File: config.mk
export PLATFORM = sky130hd
export DESIGN_NAME = alu_issue
export DESIGN_NICKNAME = d
export VERILOG_FILES = /design/src/rtl/alu_issue.sv
export SDC_FILE = /design/constraint.sdc
export NUM_CORES = 1
export LEC_CHECK = 0
export BUFFER_PORTS_ARGS = -buffer_cell sky130_fd_sc_hd__buf_2
export CORE_AREA = 2 2 176 178
export CTS_CLUSTER_DIAMETER = 60
export DETAILED_ROUTE_END_ITERATION = 16
export DIE_AREA = 0 0 178 180
export MAX_ROUTING_LAYER = met4
export SYNTH_ARGS = -nofsm -noshare
export SYNTH_HDL_FRONTEND = slang
export SYNTH_SLANG_ARGS = --single-unit
export TNS_END_PERCENT = 50
File: constraint.sdc
create_clock -name clk -period 2.6 [get_ports clk]
set_clock_uncertainty 0.1 [all_clocks]
set_input_delay 0.52 -clock clk [delete_from_list [all_inputs] [get_ports clk]]
set_output_delay 0.52 -clock clk [all_outputs]
set_load 0.005 [all_outputs]
File: src/rtl/alu_issue.sv
// -----------------------------------------------------------------------------
// alu_issue
//
// Registered, back-pressured front end for the 64-bit combinational ALU.
// Requests enter over a valid/ready port and are held in an operand register
// (S1). That register drives the ALU directly. The ALU result and flags are
// then captured into a response register (S2). The block also keeps the
// architectural N/Z/V/C flag register used by branch logic, and a count of
// completed responses.
//
// Ports
//   clk, rst_n        clock, asynchronous active-low reset
//   req_valid/ready   request handshake; req_a, req_b, req_op, req_setflags,
//                     req_tag carry the operation
//   flush             synchronous discard of everything in flight
//   alu_a, alu_b,     registered operands and control to the ALU
//   alu_cntrl
//   alu_result,       ALU result and flags, consumed while S1 advances
//   alu_negative, alu_zero, alu_overflow, alu_carry_out
//   rsp_valid/ready   response handshake; rsp_result, rsp_flags {N,Z,V,C},
//                     rsp_tag, rsp_err carry the completed operation
//   flags             architectural {N,Z,V,C}
//   op_count          number of completed response handshakes (wraps)
//
// Handshake semantics (both ports): a transfer happens on a rising edge where
// valid and ready are both high. Once valid is raised, the payload stays stable
// until that transfer. Valid never depends combinationally on ready. Ready
// (req_ready here) may depend combinationally on the consumer's ready
// (rsp_ready) and on flush.
// -----------------------------------------------------------------------------
module alu_issue #(
    parameter int WIDTH = 64,
    parameter int TAGW  = 4
) (
    input  logic             clk,
    input  logic             rst_n,

    input  logic             req_valid,
    output logic             req_ready,
    input  logic [WIDTH-1:0] req_a,
    input  logic [WIDTH-1:0] req_b,
    input  logic [2:0]       req_op,
    input  logic             req_setflags,
    input  logic [TAGW-1:0]  req_tag,

    input  logic             flush,

    output logic [WIDTH-1:0] alu_a,
    output logic [WIDTH-1:0] alu_b,
    output logic [2:0]       alu_cntrl,
    input  logic [WIDTH-1:0] alu_result,
    input  logic             alu_negative,
    input  logic             alu_zero,
    input  logic             alu_overflow,
    input  logic             alu_carry_out,

    output logic             rsp_valid,
    input  logic             rsp_ready,
    output logic [WIDTH-1:0] rsp_result,
    output logic [3:0]       rsp_flags,
    output logic [TAGW-1:0]  rsp_tag,
    output logic             rsp_err,

    output logic [3:0]       flags,
    output logic [31:0]      op_count
);

    // ALU control encodings.
    localparam logic [2:0] OP_PASS_B = 3'b000;
    localparam logic [2:0] OP_ILL_1  = 3'b001;
    localparam logic [2:0] OP_ILL_7  = 3'b111;

    // ------------------------------------------------------------------
    // S1: operand register. alu_a / alu_b / alu_cntrl are the S1 storage
    // itself, so the ALU never sees a combinational path from req_*.
    // ------------------------------------------------------------------
    logic            s1_valid;
    logic            s1_setflags;
    logic [TAGW-1:0] s1_tag;
    logic            s1_illegal;

    // ------------------------------------------------------------------
    // Control
    // ------------------------------------------------------------------
    logic       s2_free;
    logic       s1_adv;
    logic       req_fire;
    logic       rsp_fire;
    logic       s2_load;
    logic       flags_we;
    logic       req_illegal;
    logic [3:0] alu_flags;
    logic [WIDTH-1:0] s2_result_d;
    logic [3:0]       s2_flags_d;

    assign req_illegal = (req_op == OP_ILL_1) || (req_op == OP_ILL_7);

    assign s2_free   = !rsp_valid || rsp_ready;
    assign s1_adv    = s1_valid && s2_free;
    assign req_ready = !flush && (!s1_valid || s1_adv);

    // req_ready already folds in flush, so an accepted request is never
    // one presented during a flush cycle.
    assign req_fire  = req_valid && req_ready;
    assign rsp_fire  = rsp_valid && rsp_ready;

    // Flush has priority: nothing moves into S2 on a flush edge.
    assign s2_load   = s1_adv && !flush;
    assign flags_we  = s2_load && s1_setflags && !s1_illegal;

    assign alu_flags = {alu_negative, alu_zero, alu_overflow, alu_carry_out};

    // An illegal op gets a zero result and zero flags, whatever the ALU
    // produced for its forced pass-B control.
    assign s2_result_d = s1_illegal ? '0    : alu_result;
    assign s2_flags_d  = s1_illegal ? 4'h0  : alu_flags;

    // ------------------------------------------------------------------
    // S1 register
    // ------------------------------------------------------------------
    always_ff @(posedge clk or negedge rst_n) begin
        if (!rst_n) begin
            s1_valid    <= 1'b0;
            s1_setflags <= 1'b0;
            s1_tag      <= '0;
            s1_illegal  <= 1'b0;
            alu_a       <= '0;
            alu_b       <= '0;
            alu_cntrl   <= OP_PASS_B;
        end else if (flush) begin
            s1_valid <= 1'b0;
        end else if (req_fire) begin
            // Covers both an empty S1 and an S1 that drains into S2 on this
            // same edge; in either case the new operation takes its place.
            s1_valid    <= 1'b1;
            s1_setflags <= req_setflags;
            s1_tag      <= req_tag;
            s1_illegal  <= req_illegal;
            alu_a       <= req_a;
            alu_b       <= req_b;
            alu_cntrl   <= req_illegal ? OP_PASS_B : req_op;
        end else if (s1_adv) begin
            // Operands are left in place so the ALU inputs stay quiet while
            // S1 is empty.
            s1_valid <= 1'b0;
        end
    end

    // ------------------------------------------------------------------
    // S2 register (response)
    // ------------------------------------------------------------------
    always_ff @(posedge clk or negedge rst_n) begin
        if (!rst_n) begin
            rsp_valid  <= 1'b0;
            rsp_result <= '0;
            rsp_flags  <= 4'h0;
            rsp_tag    <= '0;
            rsp_err    <= 1'b0;
        end else if (flush) begin
            rsp_valid <= 1'b0;
        end else if (s2_load) begin
            // A handshake of the previous response and this load can share
            // an edge; the new response simply replaces the old one.
            rsp_valid  <= 1'b1;
            rsp_result <= s2_result_d;
            rsp_flags  <= s2_flags_d;
            rsp_tag    <= s1_tag;
            rsp_err    <= s1_illegal;
        end else if (rsp_fire) begin
            rsp_valid <= 1'b0;
        end
    end

    // ------------------------------------------------------------------
    // Architectural flags: loaded on the same edge as S2, with the same
    // value that goes into rsp_flags.
    // ------------------------------------------------------------------
    always_ff @(posedge clk or negedge rst_n) begin
        if (!rst_n) begin
            flags <= 4'h0;
        end else if (flags_we) begin
            flags <= alu_flags;
        end
    end

    // ------------------------------------------------------------------
    // Completed-response counter. Error responses count too. A flush edge
    // discards the response, so it is not counted.
    // ------------------------------------------------------------------
    always_ff @(posedge clk or negedge rst_n) begin
        if (!rst_n) begin
            op_count <= 32'd0;
        end else if (rsp_fire && !flush) begin
            op_count <= op_count + 32'd1;
        end
    end

endmodule

* Word level (Yosys, flattened, before mapping) *
Index checks and enable logic that the tools add are counted.

storage, ports and cells
  flip-flop bits (word level) = 248
  input port bits = 209
  output and inout bits = 242
  logic and storage cells = 46

operators by class
  add/subtract/negate cells = 1
  equal/unequal tests = 2
  muxes and demuxes = 9
  bitwise operators = 1
  reductions and logical operators = 19

operator list
  cell                                                                   number
  64-bit two-way mux                                                     1
  32-bit by 1-bit adder with 32-bit output, second input constant        1
  1-bit logical AND                                                      8
  1-bit two-way mux                                                      6
  3-bit nonzero test                                                     2
  1-bit logical NOT                                                      4
  4-bit two-way mux                                                      1
  2-bit AND reduction                                                    2
  3-bit by 1-bit equality test with 1-bit output, second input constant  1
  3-bit equality test, second input constant                             1
  1-bit logical OR                                                       3
  3-bit two-way mux                                                      1
  1-bit NOT                                                              1

* Depth between registers and ports, before layout *
  word-level depth = 8
  mapped depth = 7
  depth with buffers taken out = 5

* Least setup slack after synthesis *
No wires, ideal clock.

  path type = input-to-reg
  from = input port rsp_ready
  to = register alu_a[25]
  setup time = 0.125 ns
  arrival time = 1.649 ns
  data required time = 2.375 ns
  setup slack = 0.726 ns
  stages = 6
  path buffers = 3
  path through = nor2b_1 -> a211o_1 -> buf_2 -> buf_6 -> buf_4 -> mux2_4

on the way
  cells in the longest elaborated chain, start to end = 6

ends and longest elaborated chain
  item                           RTL line  RTL
  start: declaration             58        input logic rsp_ready,
  1-bit logical OR               98        assign s2_free = !rsp_valid || rsp_ready;
  1-bit logical AND              99        assign s1_adv = s1_valid && s2_free;
  1-bit logical OR               100       assign req_ready = !flush && (!s1_valid || s1_adv);
  1-bit logical AND              100
  1-bit logical AND              104       assign req_fire = req_valid && req_ready;
  2-bit AND reduction (no line)  n/a
  end signal: assignment         139       alu_a <= req_a;
  end: declaration               48        output logic [WIDTH-1:0] alu_a,

No other way between the ends.
A chain may end at the register's enable or synchronous reset.

* Worst setup path after layout *
  from = register rsp_valid
  to = output port req_ready

on the way
  cells in the longest elaborated chain, start to end = 5

ends and longest elaborated chain
  item                      RTL line  RTL
  start: declaration        57        output logic rsp_valid,
  start signal: assignment  154       rsp_valid <= 1'b0;
  start signal: assignment  160       rsp_valid <= 1'b0;
  start signal: assignment  164       rsp_valid <= 1'b1;
  1-bit logical NOT         98
  1-bit logical OR          98
  1-bit logical AND         99
  1-bit logical OR          100
  1-bit logical AND         100
  end: declaration          39        output logic req_ready,

No other way between the ends.

==> flow_summary.toml <==
[outcome]
status = "completed"

[job]
drv_cap = 0

[routing]
drtPass1Iterations = 4
wl_met1_um = 10700
route.detailed.drc = 0
wl_met3_um = 2290
vias = 7474
highest_layer = "met4"
viasPerCell = 4.52
drt-total-wl_um = 27000
antenna_left = 0
drt_iter0_markers = 368
dr_wl_met2_um = 13300
wl_per_cell_um = 16.3

[floorplanning]
die_x_um = 178
rows = 64
core_um2 = 30200
die_area_um2 = 32000
ios = 451
dieHeight_um = 180
initial_core_util_pct = 32.6

[worst_setup_path]
r2r_cells = 6
required_ps = 1980
cp-start-kind = "flip-flop"
critical_path.max_stage_delay_ps = 400
cp_max_fo = 5
arrival_ps = 1520
endpoint_kind = "output port"
cp.depth = 4
path_delay_family = "flip-flops"
criticalPathCategory = "reg -> out"
critPathBufInv = 2
slowest_stage = "dfrtp_1"
path_cells = "nor2b_1 -> buf_4 -> a21oi_1 -> buf_2"

[finish]
fin_util_pct = 45.4
drive_gt1_share_pct = 47.4
regArea_um2 = 6210
final_cells = 1654
fill_cells = 2854
fin_nets = 1443
syn_to_final_growth_pct = 39.4
multi_input_area_um2 = 3370

[grt]
grt_pass1_wl_um = 41500
antenna_found_initial = 1
grt_overflow_total = 0
grt_pass1_vias = 7649
grt_max_degree = 74
grt_usage_pct = 16.7

[synth]
syn_inst = 760
synth.most_common_cell = "dfrtp_1"
synth-edff-count = 0
synth_common_cells = "248 x dfrtp_1, 169 x nand2_1, 80 x mux2_1"
synth.cell_area_um2 = 9830
ys_ff_latch = 248
yosys_warnings = 0
synth_top_area_share_pct = 63.1
avgSynthCellArea_um2 = 12.9
synth_ff_type = "dfrtp_1"
syn-num-nets = 970
synth_seq_area_share_pct = 63.1
yosysTopAreaCell = "dfrtp_1"
ys_async_sr_fraction_pct = 100
ys_types = 30
ys_top_cells_by_area = "dfrtp_1 63%, mux2_1 9.2%, nand2_1 6.5%"

[cts]
cts_root_buffer = "clkbuf_16"
ctsResizeCount = 0
htreeDepth = 1
cts_tree = "built"
cts_sinks = 248
insertion_delay_ps = 540
cts_buffers = 30
clk_pin_slew_worst_paths_ps = 60
cts.path.max_buffers = 3

[placed_design]
place_ws_ps = 410
dp_hpwl_um = 20000
dp.cells = 1596
port_buffers = 450
place_congestion = 0.792

[power_and_ir_drop]
total_leakage_power_nw = 7.09
irDropWorstVdd_mv = 0.503
cellPowerDensity_nw_per_um2 = 778
total_power_mw = 10.7

[timing]
period_needed_ps = 2140
finalMaxSlewViolations = 0
max_freq_ghz = 0.467
post-route-period-util_pct = 82.4
tns_ps = 0
layout_setup_ws_ps = 457
setup-violations-final = 0
final_hold_viol_count = 0
timing.slew.headroom_pct = 45.5
tightest_slew_ps = 817
rsz0062_at_grt = "false"

[worst_hold_path]
hold_path.class = "in -> reg"
min_delay_path_depth = 2
layout by cell type, fill, tap and decap left out, types with 11 or more instances in the layout:
cell | netlist | routed
xnor2_1 | 26 | 26
clkbuf_16 | 0 | 31
nand2_1 | 169 | 169
nand3_1 | 11 | 11
buf_4 | 1 | 23
mux2_1 | 80 | 80
dfrtp_1 | 248 | 248
nand4_1 | 14 | 14
buf_2 | 21 | 449
mux2_2 | 56 | 56
nand3b_1 | 70 | 70
worst paths after layout:
| path | startpoint | endpoint | slack (ps) |
|---|---|---|---|
| max in group asynchronous | rst_n | op_count[16] | 1290 |
| worst max-delay path | rsp_valid | req_ready | 460 |
| worst min-delay path | req_b[24] | alu_b[24] | 80 |
| worst max register to register | rsp_valid | rsp_flags[0] | 560 |
| min in group asynchronous | rst_n | alu_a[10] | 390 |
| worst min register to register | rsp_result[58] | rsp_result[58] | 360 |
through the flow:
stage               cell area (um2)  hold WS, ps
finish                        13700         83.3
floorplan                      9830          124
CTS                           13700         50.6
global route                  13700         53.2
global placement              12700          344
detailed placement            12700          350
repair_timing:
item	in CTS	in global routing
setup buffers	0	0
hold buffers	1	0
endpoints found under the hold margin	41	0
area by class of cell:
type,instances,share of cell area [%]
sequential,248,45.3
multi-input combinational,467,24.6
timing repair buffer,481,18.9
clock buffer,38,6.15
tap,396,3.62
clock inverter,18,1.30
inverter,5,0.137
antenna,1,0.0183
where the power goes:
group,internal [mW],switching [mW]
sequential,4.45,0.315
clock,2.51,1.68
combinational,0.904,0.801
state kept, by name, summed over array words and instances, names as in the netlist, 3 cells and up:
register and cells:
alu_a 64, alu_b 64, alu_cntrl 3, flags 4, op_count 32, rsp_flags 4
rsp_result 64, rsp_tag 4, s1_tag 4
cells by family (layout without fill, tap and decap cells):
| family | after synthesis | in the layout | share of synthesized area [%] |
|---|---|---|---|
| fa+ha+maj | 1 | 1 | 0.127 |
| flops | 248 | 248 | 63.1 |
| compound gates | 7 | 7 | 0.420 |
| simple gates | 289 | 289 | 14.9 |
| buf+inv | 45 | 542 | 2.71 |
| mux | 138 | 138 | 15.9 |
| xor+xnor | 32 | 32 | 2.85 |
| other cells | 0 | 1 | 0 |
metal layers:
metal	global-route usage, %	up-vias
met3	4.19	56
met1	19.6	3578
met5	-	-
met2	28.2	316
met4	5.08	0
li1	-	3524
Power figures use the tool's default switching activity.
